--- config.mk ---
export PLATFORM = sky130hd
export DESIGN_NAME = bambu_slave_port_initiator
export DESIGN_NICKNAME = d
export VERILOG_FILES = /design/src/rtl/bambu_slave_port_initiator.sv
export SDC_FILE = /design/constraint.sdc
export NUM_CORES = 1
export LEC_CHECK = 0
export CAP_MARGIN = 20
export CORE_UTILIZATION = 39
export DETAILED_ROUTE_END_ITERATION = 7
export PLACE_DENSITY = 0.86
export SETUP_SLACK_MARGIN = 0.02
export SYNTH_ARGS = -nofsm -noshare
export SYNTH_HDL_FRONTEND = slang
export SYNTH_SLANG_ARGS = --single-unit
--- constraint.sdc ---
create_clock -name clock -period 2.52 [get_ports clock]
set_clock_uncertainty 0.2 [all_clocks]
set_input_delay 0.63 -clock clock [delete_from_list [all_inputs] [get_ports clock]]
set_output_delay 0.63 -clock clock [all_outputs]
set_load 0.02 [all_outputs]
--- src/rtl/bambu_slave_port_initiator.sv ---
// Drives single read/write commands onto one channel of a Bambu two-channel slave memory port.
// Latency: request 1 cycle after accept, response 1 cycle after DataRdy (or after TIMEOUT request cycles).
// Backpressure: cmd_ready low while a command is in flight; rsp_valid is a one-cycle pulse with no backpressure.
module bambu_slave_port_initiator #(
    parameter int CHANNEL = 0,
    parameter int ADDR_W  = 7,
    parameter int DATA_W  = 8,
    parameter int SIZE_W  = 4,
    parameter int TIMEOUT = 16
) (
    input  logic                  clock,
    input  logic                  reset,
    input  logic                  cmd_valid,
    output logic                  cmd_ready,
    input  logic                  cmd_write,
    input  logic [ADDR_W-1:0]     cmd_addr,
    input  logic [DATA_W-1:0]     cmd_wdata,
    input  logic [SIZE_W-1:0]     cmd_size,
    output logic                  rsp_valid,
    output logic [DATA_W-1:0]     rsp_data,
    output logic                  rsp_error,
    output logic [1:0]            S_oe_ram,
    output logic [1:0]            S_we_ram,
    output logic [2*ADDR_W-1:0]   S_addr_ram,
    output logic [2*DATA_W-1:0]   S_Wdata_ram,
    output logic [2*SIZE_W-1:0]   S_data_ram_size,
    input  logic [2*DATA_W-1:0]   Sout_Rdata_ram,
    input  logic [1:0]            Sout_DataRdy
);

    localparam logic [1:0] ST_IDLE = 2'd0;
    localparam logic [1:0] ST_REQ  = 2'd1;
    localparam logic [1:0] ST_RESP = 2'd2;

    localparam int CNT_W = $clog2(TIMEOUT);

    logic [1:0]        state;
    logic [CNT_W-1:0]  cnt;
    logic              oe_q;
    logic              we_q;
    logic [ADDR_W-1:0] addr_q;
    logic [DATA_W-1:0] wdata_q;
    logic [SIZE_W-1:0] size_q;

    logic              size_ok;
    logic              dat_rdy;
    logic [DATA_W-1:0] rdata;
    logic              unused_ok;

    assign size_ok = (cmd_size != '0) && (int'(cmd_size) <= DATA_W);
    assign dat_rdy = Sout_DataRdy[CHANNEL];
    assign rdata   = Sout_Rdata_ram[CHANNEL*DATA_W +: DATA_W];
    // Only our channel's response slice matters; the rest is deliberately ignored.
    assign unused_ok = ^{Sout_Rdata_ram, Sout_DataRdy};

    // Request registers are zero outside REQ, so placing them on the slice keeps the other channel at 0.
    assign S_oe_ram        = 2'(oe_q) << CHANNEL;
    assign S_we_ram        = 2'(we_q) << CHANNEL;
    assign S_addr_ram      = {{ADDR_W{1'b0}}, addr_q}  << (CHANNEL*ADDR_W);
    assign S_Wdata_ram     = {{DATA_W{1'b0}}, wdata_q} << (CHANNEL*DATA_W);
    assign S_data_ram_size = {{SIZE_W{1'b0}}, size_q}  << (CHANNEL*SIZE_W);

    always_ff @(posedge clock) begin
        if (reset) begin
            state     <= ST_IDLE;
            cnt       <= '0;
            cmd_ready <= 1'b0;
            rsp_valid <= 1'b0;
            rsp_data  <= '0;
            rsp_error <= 1'b0;
            oe_q      <= 1'b0;
            we_q      <= 1'b0;
            addr_q    <= '0;
            wdata_q   <= '0;
            size_q    <= '0;
        end else begin
            case (state)
                ST_IDLE: begin
                    cmd_ready <= 1'b1;
                    rsp_valid <= 1'b0;
                    rsp_error <= 1'b0;
                    rsp_data  <= '0;
                    if (cmd_valid && cmd_ready) begin
                        cmd_ready <= 1'b0;
                        if (size_ok) begin
                            state   <= ST_REQ;
                            cnt     <= '0;
                            oe_q    <= ~cmd_write;
                            we_q    <= cmd_write;
                            addr_q  <= cmd_addr;
                            wdata_q <= cmd_wdata;
                            size_q  <= cmd_size;
                        end else begin
                            state     <= ST_RESP;
                            rsp_valid <= 1'b1;
                            rsp_error <= 1'b1;
                        end
                    end
                end
                ST_REQ: begin
                    // DataRdy takes priority so a reply on the final timeout cycle is still a success.
                    if (dat_rdy || cnt == CNT_W'(TIMEOUT-1)) begin
                        state     <= ST_RESP;
                        rsp_valid <= 1'b1;
                        rsp_error <= ~dat_rdy;
                        rsp_data  <= (dat_rdy && oe_q) ? rdata : '0;
                        oe_q      <= 1'b0;
                        we_q      <= 1'b0;
                        addr_q    <= '0;
                        wdata_q   <= '0;
                        size_q    <= '0;
                        cnt       <= '0;
                    end else begin
                        cnt <= cnt + 1'b1;
                    end
                end
                ST_RESP: begin
                    state     <= ST_IDLE;
                    cmd_ready <= 1'b1;
                    rsp_valid <= 1'b0;
                    rsp_error <= 1'b0;
                    rsp_data  <= '0;
                end
                default: begin
                    state     <= ST_IDLE;
                    cmd_ready <= 1'b0;
                end
            endcase
        end
    end

endmodule

==> reports/results.txt, run 1 <==
Status = completed
Syn avg cell area = 9.92 µm²
Hold slack = 274 ps
CP Launch Type = input pin
Overall routed net length = 3.76 mm
Total track usage = 16.7%
Yosys reg bits = 38
Worst hold path type = reg2reg
GRT overflow = 0
Row count = 23
Final hold violation count = 0
Netlist cell types = 36
Layout cells sized above 1 = 10.5%
DRC Markers = 0
Highest routed metal layer = met4
Yosys warns = 0
Post-synth EDFFs = 0
Clock buffer depth = 2
Mapped Area = 0.00175 mm²
Cts hold-fix bufs = 0
Initial Utilization = 42.1%
CP Data Arrival Time = 2410 ps
Final worst slack = 140 ps
Tcrit/Tclk final = 94.4%
Fin. max-slew vios = 0
Die Y-Extent = 68.9 µm
CTS tree = yes
PnR Total Power = 1.67 mW
Die ar. = 0.00475 mm²
Largest net degree at the start of global routing = 22
Pwr per Cell Area = 666 mW/mm²
FMAX = 0.420 GHz
Dpl ws = -207 ps
Vias = 1457
DRT iter0 DRCs = 78
NumNets Final = 293
Clock sink count = 38
Port bufs = 63
Sequential element share of the synthesized area = 43.6%
Fill cells = 379
Met2 WL = 1.85 mm
Leak = 1.03 nW
Met3 routed WL = 263 µm
RSZ-0062 raised after global routing = no
ANT nets after route = 0
Post-CTS Setup Inserts = 0
# diodes = 0
Drt wl/cell = 12.6 µm
HPWL Detailed = 2.83 mm
Setup-failing EPs final = 0
Worst EP required = 2550 ps
Clk slew on worst S/H paths = 70 ps
GPL Wtd Cong = 0.837
Sequential share of power = 41.3%
Final min period = 2380 ps
DRT met1 WL = 1.62 mm
Num CTS Buffers = 5
Setup crit end kind = flop
Power share of the clock group = 25.7%
# resized after CTS = 0
Combinational power share = 33.0%
Internal power = 1.14 mW
Kind of critical path = in2reg
Via density = 4.89
First-pass GRT wire length = 5.80 mm
Clock root cell = clkbuf_8
Main synth FF type = dfxtp_1
Sw frac = 31.8%
Ys async rst share = 0%
Number of global-route vias before repair = 1303
Psw = 0.530 mW
Clock Latency Late Sink = 290 ps
Die X = 68.9 µm
CP Max Fanout = 21
Initial antenna violation count = 0
Htree depth = 2
Cells after Synth = 176
Core region area = 0.00414 mm²
I/O pin count = 94
Drt first pass iters = 4
Area grow syn2layout = 43.3%
Total of max-cap violations = 0
Peak supply drop = 0.000343 V
[kinds of logic after synthesis]
family	share of synthesized area, %
compound gates	18.6
fa+ha+maj	3.58
buf+inv	14.1
flops	43.6
mux	4.58
other cells	0.215
simple gates	15.3
[synthesized netlist by cell type (2+ instances only)]
cell type | n | share of area (%)
nand2b_1 | 3 | 1.1
buf_6 | 3 | 1.9
inv_1 | 6 | 1.3
buf_4 | 23 | 9.9
nand2_1 | 7 | 1.5
mux2i_1 | 8 | 4.6
ha_1 | 5 | 3.6
and2_1 | 9 | 3.2
dfxtp_1 | 38 | 44
a211oi_1 | 2 | 0.86
clkbuf_1 | 2 | 0.43
o31a_1 | 2 | 1.0
nor2_1 | 12 | 2.6
buf_2 | 2 | 0.57
a21oi_1 | 9 | 2.6
nor3_1 | 3 | 0.86
a22o_1 | 20 | 10
nand3_1 | 4 | 1.1
[critical path, cell delays in order]
cell,delay [ps]
clkdlybuf4s50_1,480
o31a_1,380
or3_4,420
nor3_4,160
buf_12,180
a22o_1,150
[per-layer routing]
metal | global-route usage [%] | vias up
li1 | - | 723
met1 | 20.9 | 662
met2 | 26.9 | 70
met3 | 5.59 | 2
met4 | 5.10 | 0
met5 | 0 | -
[cells in the final DEF, fill, tap and decap left out, types with 2 or more instances in the layout]
cell type / synthesis / routed
and2_1: 9 / 9
a22o_1: 20 / 20
buf_4: 23 / 9
a21oi_1: 9 / 9
nand2_1: 7 / 7
ha_1: 5 / 5
o31a_1: 2 / 2
inv_1: 6 / 6
nand3_1: 4 / 4
mux2i_1: 8 / 8
conb_1: 1 / 21
buf_12: 0 / 2
dfxtp_1: 38 / 38
nor3_1: 3 / 3
clkbuf_8: 0 / 6
nor2_1: 12 / 12
clkdlybuf4s50_1: 0 / 63
nand2b_1: 3 / 3
a211oi_1: 2 / 2
[through the flow]
step	util [%]	instances	TNS, ps	cell area, µm²
global placement	57.9	290	-3090	2400
floorplan	-	196	0	1820
global route	60.4	298	0	2500
CTS	60.2	298	0	2490
finish	60.4	298	0	2500
detailed placement	57.9	290	-4090	2400
[layout make-up]
| type | instances | area (µm²) | share of cell area, % |
|---|---|---|---|
| clock inverter | 2 | 12.5 | 0.500 |
| clock buffer | 6 | 82.6 | 3.30 |
| multi-input combinational | 122 | 823 | 32.9 |
| timing repair buffer | 74 | 738 | 29.5 |
| sequential | 38 | 761 | 30.4 |
| tap | 50 | 62.6 | 2.50 |
| inverter | 6 | 22.5 | 0.900 |
[power by group through the flow]
| stage | registers (mW) | clock network (mW) | logic, mW |
|---|---|---|---|
| floorplan | 0.742 | 0 | 0.315 |
| global placement | 0.699 | 0 | 0.538 |
| detailed placement | 0.701 | 0 | 0.545 |
| CTS | 0.688 | 0.441 | 0.549 |
| global route | 0.696 | 0.468 | 0.603 |
| finish | 0.689 | 0.429 | 0.550 |
[worst paths after layout]
path,start,end,cells after the start,slack (ps)
setup reg to reg,state[0],addr_q[0],7,530
setup / recovery,cmd_size[1],addr_q[0],6,140
hold reg to reg,wdata_q[6],wdata_q[6],1,270
hold / removal,wdata_q[6],wdata_q[6],1,270
[sequential cells by signal, summed over array words and instances, names as in the netlist]
signal	count
addr_q	7
size_q	4
we_q	1
rsp_valid	1
state	2
cnt	4
rsp_error	1
wdata_q	8
cmd_ready	1
rsp_data	8
oe_q	1
No activity file was read; power rests on OpenSTA's default activity.
==> inputs of run 2 (changes only) <==
--- a/config.mk
+++ b/config.mk
@@ -6,6 +6,7 @@
 export NUM_CORES = 1
 export LEC_CHECK = 0
 export CAP_MARGIN = 20
+export CORE_MARGIN = 2
 export CORE_UTILIZATION = 39
 export DETAILED_ROUTE_END_ITERATION = 7
 export PLACE_DENSITY = 0.86
==> run 2 against run 1 <==
Net effect: clock power is 8.9% lower; sequential share of layout area is 0.46 points higher; sequential power hardly changed; maximum frequency is 1.2% higher; routed wire length is 0.90% higher; core utilization is 3.4 points lower; first-iteration DRC count is 42% lower; sequential cell count stayed put; cell area is 1.5% lower; power is 2.8% lower; critical path type unchanged; largest cell class unchanged.
==> reports/results.txt, run 2 (synthesis results as in run 1) <==
Setup crit end kind = flop
Area grow syn2layout = 41.1%
NumNets Final = 291 (-0.68%)
Power share of the clock group = 24.1% (-1.6 points)
Overall routed net length = 3.80 mm (+0.90%)
Drt first pass iters = 4 (unchanged)
Die Y-Extent = 70.9 µm (+2.9%)
Most common cell after layout, fill and taps aside = clkdlybuf4s50_1
FF+latch area = 761 µm² (unchanged)
Initial antenna violation count = 0 (unchanged)
ANT nets after route = 0 (unchanged)
Row count = 24 (+4.3%)
Multi-input gate area = 815 µm² (-1.1%)
Clock Latency Late Sink = 290 ps (about the same)
Peak supply drop = 0.000352 V (+2.5%)
Setup TNS = 0 ps (unchanged)
FMAX = 0.425 GHz (+1.2%)
Die ar. = 0.00503 mm² (+5.9%)
Initial Utilization = 40.4% (-1.8 points)
Largest net degree at the start of global routing = 22 (unchanged)
CP Data Arrival Time = 2390 ps (-20 ps)
Post-CTS Setup Inserts = 0 (unchanged)
Slowest stage delay, CP = 460 ps (-20 ps)
Final hold violation count = 0 (unchanged)
Top Registers = rsp_data (8), wdata_q (8), addr_q (7)
Drt wl/cell = 12.8 µm (+1.2%)
Status = completed
Final min period = 2350 ps (-27.4 ps)
Fill cells = 379 (unchanged)
Die X = 70.9 µm (+2.9%)
Sw frac = 32.1% (+0.34 points)
Pwr per Cell Area = 658 mW/mm² (-1.3%)
Clock buffer depth = 2 (unchanged)
HPWL Detailed = 2.80 mm (-1.1%)
Sequential share of power = 42.4% (+1.1 points)
Core region area = 0.00432 mm² (+4.3%)
Total track usage = 15.0% (-1.7 points)
Clock sink count = 38 (unchanged)
First-pass GRT wire length = 6.02 mm (+3.8%)
Worst EP required = 2550 ps (about the same)
Register-to-register setup slack = 500 ps (-30 ps)
Number of global-route vias before repair = 1331 (+2.1%)
Worst hold path type = reg2reg
DRC Markers = 0 (unchanged)
Total of max-cap violations = 0 (unchanged)
Leak = 1.02 nW (-1.4%)
Fin. max-slew vios = 0 (unchanged)
CTS tree = yes
Psw = 0.521 mW (-1.8%)
Slew margin rel. = 66.1%
Via density = 4.87 (-0.49%)
Internal power = 1.10 mW (-3.3%)
PnR Total Power = 1.62 mW (-2.8%)
Tcrit/Tclk final = 93.3% (-1.1 points)
# resized after CTS = 0 (unchanged)
Clock root cell = clkbuf_8
CP Launch Type = input pin
# diodes = 0 (unchanged)
Most frequent cells in the layout = clkdlybuf4s50_1 (63), dfxtp_1 (38), conb_1 (21)
CP max stage cell = clkdlybuf4s50_1
GPL Wtd Cong = 0.811 (-3.1%)
CP Max Fanout = 21 (unchanged)
Htree depth = 2 (unchanged)
Kind of critical path = in2reg
GRT overflow = 0 (unchanged)
Clk slew on worst S/H paths = 70 ps (about the same)
I/O pin count = 94 (unchanged)
Worst-margin pin slew = 505 ps
Cts hold-fix bufs = 0 (unchanged)
Combinational power share = 33.5% (+0.5 points)
CP Cell Sequence = clkdlybuf4s50_1 > o31a_1 > or3_4 > nor3_4 > buf_12 > a22o_1
Vias = 1445 (-0.82%)
DRT iter0 DRCs = 45 (-42%)
Port bufs = 63 (unchanged)
Setup-failing EPs final = 0 (unchanged)
Layout cells sized above 1 = 9.39% (-1.1 points)
RSZ-0062 raised after global routing = no
Num CTS Buffers = 5 (unchanged)
-- run 2: changes by cell type in the layout (fill, tap and decap cells not counted), sizes merged --
| cell | previous run | this run |
|---|---|---|
| buf | 11 | 9 |
| clkbuf | 6 | 5 |
| clkinvlp | 1 | 0 |
| clkinv | 1 | 2 |
-- run 2: worst paths after layout --
check / start / end / cells after the start
worst min-delay path: cnt[1] / cnt[1] / 2
worst max-delay path: cmd_size[2] / addr_q[3] / 6
worst min register to register: cnt[1] / cnt[1] / 2
worst max register to register: state[1] / addr_q[3] / 7
-- run 2: cell type report --
cell class	instances	share of cell area (%)
Multi-Input combinational cell	122	33.0
Timing Repair Buffer	72	29.3
Clock inverter	2	0.406
Clock buffer	5	2.79
Tap cell	52	2.64
Inverter	6	0.914
Sequential cell	38	30.9
-- run 2: layer usage --
layer  part of all wire, %  wire, µm  global-route usage, %
met5                     0         0                      0
met4                   2.5        95                   7.34
met2                    49      1850                   24.3
met3                   6.1       232                   4.56
met1                    43      1620                   18.1
-- run 2: power groups by stage --
stage / sequential [mW] / combinational (mW) / clock (mW)
after detailed placement: 0.702 / 0.543 / 0
after floorplan: 0.742 / 0.315 / 0
after global placement: 0.699 / 0.536 / 0
final: 0.687 / 0.543 / 0.391
after CTS: 0.688 / 0.546 / 0.402
after global routing: 0.696 / 0.581 / 0.427
-- run 2: per-stage QoR --
stage | hold WS, ps | utilization, % | cell area [µm²] | cells | setup slack [ps]
detailed placement | 259 | 55.2 | 2390 | 290 | -128
floorplan | 243 | - | 1820 | 196 | 452
finish | 276 | 57.0 | 2460 | 297 | 168
CTS | 274 | 57.0 | 2460 | 297 | 176
global placement | 256 | 55.2 | 2390 | 290 | -113
global route | 292 | 57.0 | 2460 | 297 | 115
-- run 2: critical path: cells and delay by family --
family | cells | cell delay [ps]
AO/OA/AOI/OAI | 2 | 530
buffers and inverters | 2 | 640
AND/OR/NAND/NOR | 2 | 580
==> inputs of run 3 (changes only) <==
--- a/config.mk
+++ b/config.mk
@@ -10,6 +10,7 @@
 export CORE_UTILIZATION = 39
 export DETAILED_ROUTE_END_ITERATION = 7
 export PLACE_DENSITY = 0.86
+export REMOVE_ABC_BUFFERS = 1
 export SETUP_SLACK_MARGIN = 0.02
 export SYNTH_ARGS = -nofsm -noshare
 export SYNTH_HDL_FRONTEND = slang
==> run 3 against run 2 <==
Net effect: first-iteration DRC count rose by 53%; combinational power rose by 2%; clock power rose by 33%; critical endpoint is now addr_q[6]; critical path depth did not move; largest power group unchanged.
==> reports/results.txt, run 3 (synthesis results as in run 1) <==
Status = completed
Layout cells sized above 1 = 9.76% (+0.37 points)
CP Data Arrival Time = 2360 ps (-30 ps)
Port bufs = 63 (unchanged)
Setup TNS = 0 ps (unchanged)
Final hold violation count = 0 (unchanged)
Die X = 70.9 µm (unchanged)
Leak = 1.04 nW (+2.0%)
Largest net degree at the start of global routing = 22 (unchanged)
Clock Latency Late Sink = 280 ps (about the same)
GRT overflow = 0 (unchanged)
DRC Markers = 0 (unchanged)
Critical path endpoint = addr_q[6]
Top Registers = rsp_data (8), wdata_q (8), addr_q (7)
Peak supply drop = 0.000333 V (-5.5%)
Clock root cell = clkbuf_8
Drt first pass iters = 4 (unchanged)
Initial antenna violation count = 0 (unchanged)
Htree depth = 2 (unchanged)
Crit path launch = cmd_size[0]
Slowest stage delay, CP = 480 ps (+20 ps)
Placed cells = 291 (+0.34%)
Row count = 24 (unchanged)
Kind of critical path = in2reg
FF-to-FF End = addr_q[6]
Most frequent cells in the layout = clkdlybuf4s50_1 (63), dfxtp_1 (38), conb_1 (21)
Total of max-cap violations = 0 (unchanged)
NumNets Final = 292 (+0.34%)
Clock sink count = 38 (unchanged)
GPL Wtd Cong = 0.799 (-1.4%)
FMAX = 0.429 GHz (+0.89%)
Clk slew on worst S/H paths = 70 ps (about the same)
Core region area = 0.00432 mm² (unchanged)
PnR Total Power = 1.76 mW (+8.7%)
Post-CTS Setup Inserts = 0 (unchanged)
I/O pin count = 94 (unchanged)
Dpl ws = -186 ps (-58.3 ps)
First-pass GRT wire length = 6.29 mm (+4.6%)
Vias = 1458 (+0.90%)
Final min period = 2330 ps (-20.8 ps)
Initial Utilization = 40.4% (unchanged)
Clock buffer depth = 2 (unchanged)
Num CTS Buffers = 5 (unchanged)
Worst EP required = 2550 ps (about the same)
Drt wl/cell = 13.2 µm (+3.2%)
CP Max Fanout = 21 (unchanged)
CP Cell Sequence = clkdlybuf4s50_1 > o31a_1 > or3_4 > nor3_4 > buf_12 > a22o_1
Register-to-register setup slack = 480 ps (-20 ps)
Via density = 4.89 (+0.56%)
ANT nets after route = 0 (unchanged)
DRT iter0 DRCs = 69 (+53%)
Fin. max-slew vios = 0 (unchanged)
RSZ-0062 raised after global routing = no
Worst hold path type = reg2reg
CP Launch Type = input pin
Overall routed net length = 3.93 mm (+3.5%)
Worst path depth = 6 (unchanged)
CP max stage cell = clkdlybuf4s50_1
Final worst slack = 189 ps (+20.8 ps)
Pwr per Cell Area = 701 mW/mm² (+6.6%)
Setup crit end kind = flop
CTS tree = yes
Reg2reg start = state[1]
Tcrit/Tclk final = 92.5% (-0.83 points)
Most common cell after layout, fill and taps aside = clkdlybuf4s50_1
Die Y-Extent = 70.9 µm (unchanged)
Total track usage = 15.9% (+0.92 points)
Buf/Inv on CP = 2 (unchanged)
Number of global-route vias before repair = 1319 (-0.90%)
Reg2Reg Depth = 7 (unchanged)
# diodes = 0 (unchanged)
Setup-failing EPs final = 0 (unchanged)
Layout Cells excl Fill = 298 (+0.34%)
Area grow syn2layout = 44.0%
Crit-path leading delay family = buffers and inverters
HPWL Detailed = 2.83 mm (+1.0%)
Die ar. = 0.00503 mm² (unchanged)
Hold slack = 273 ps (-2.30 ps)
run 3: cell count changes in the layout (fill, tap and decap cells not counted):
cell	delta
buf_4	+1
bufinv_16	+1
clkbuf_8	+1
clkinv_2	-2
nor4_2	-1
nor4_4	+1
run 3: stage by stage:
step	area (µm²)	utilization [%]
after floorplan	1600	-
after global placement	2390	55.4
after detailed placement	2390	55.4
after CTS	2510	58.0
after global routing	2510	58.2
final	2510	58.2
run 3: per-layer routing:
layer	up-vias	wire length (µm)	GRT usage [%]
li1	714	-	-
met1	665	1680	20.0
met2	74	1800	24.8
met3	5	394	6.27
met4	0	57	5.66
met5	-	0	0
run 3: cell type report:
class,instances,area [µm²]
Fill cell,391,1810
Multi-Input combinational cell,122,823
Sequential cell,38,761
Timing Repair Buffer,73,731
Clock buffer,6,82.6
Tap cell,52,65.1
Clock inverter,1,30.0
Inverter,6,22.5
run 3: power by group:
group	switching [mW]	internal, mW	leakage [nW]
logic	0.290	0.265	0.673
registers	0.0358	0.652	0.308
clock network	0.203	0.317	0.0573
run 3: worst min path at each step:
stage | endpoint | depth (start not counted) | from
2_1_floorplan | cnt[1] | 2 | cnt[1]
3_3_place_gp | addr_q[1] | 1 | addr_q[1]
3_5_place_dp | addr_q[2] | 1 | addr_q[2]
4_1_cts | wdata_q[2] | 1 | wdata_q[2]
5_1_grt | addr_q[5] | 1 | addr_q[5]
6_report | addr_q[2] | 1 | addr_q[2]
run 3: timing repair:
action                     CTS  global route
setup endpoints to repair    0            13
hold buffers                 0             0
gates resized for setup      0             1
run 3: worst register-to-register path: cells and delay by family (launching register included):
family	cells	cell delay, ps
AOI/OAI and AO/OA	2	420
adders and majority gates	1	380
DFF	1	340
and+or+nand+nor	2	360
buffers and inverters	2	290
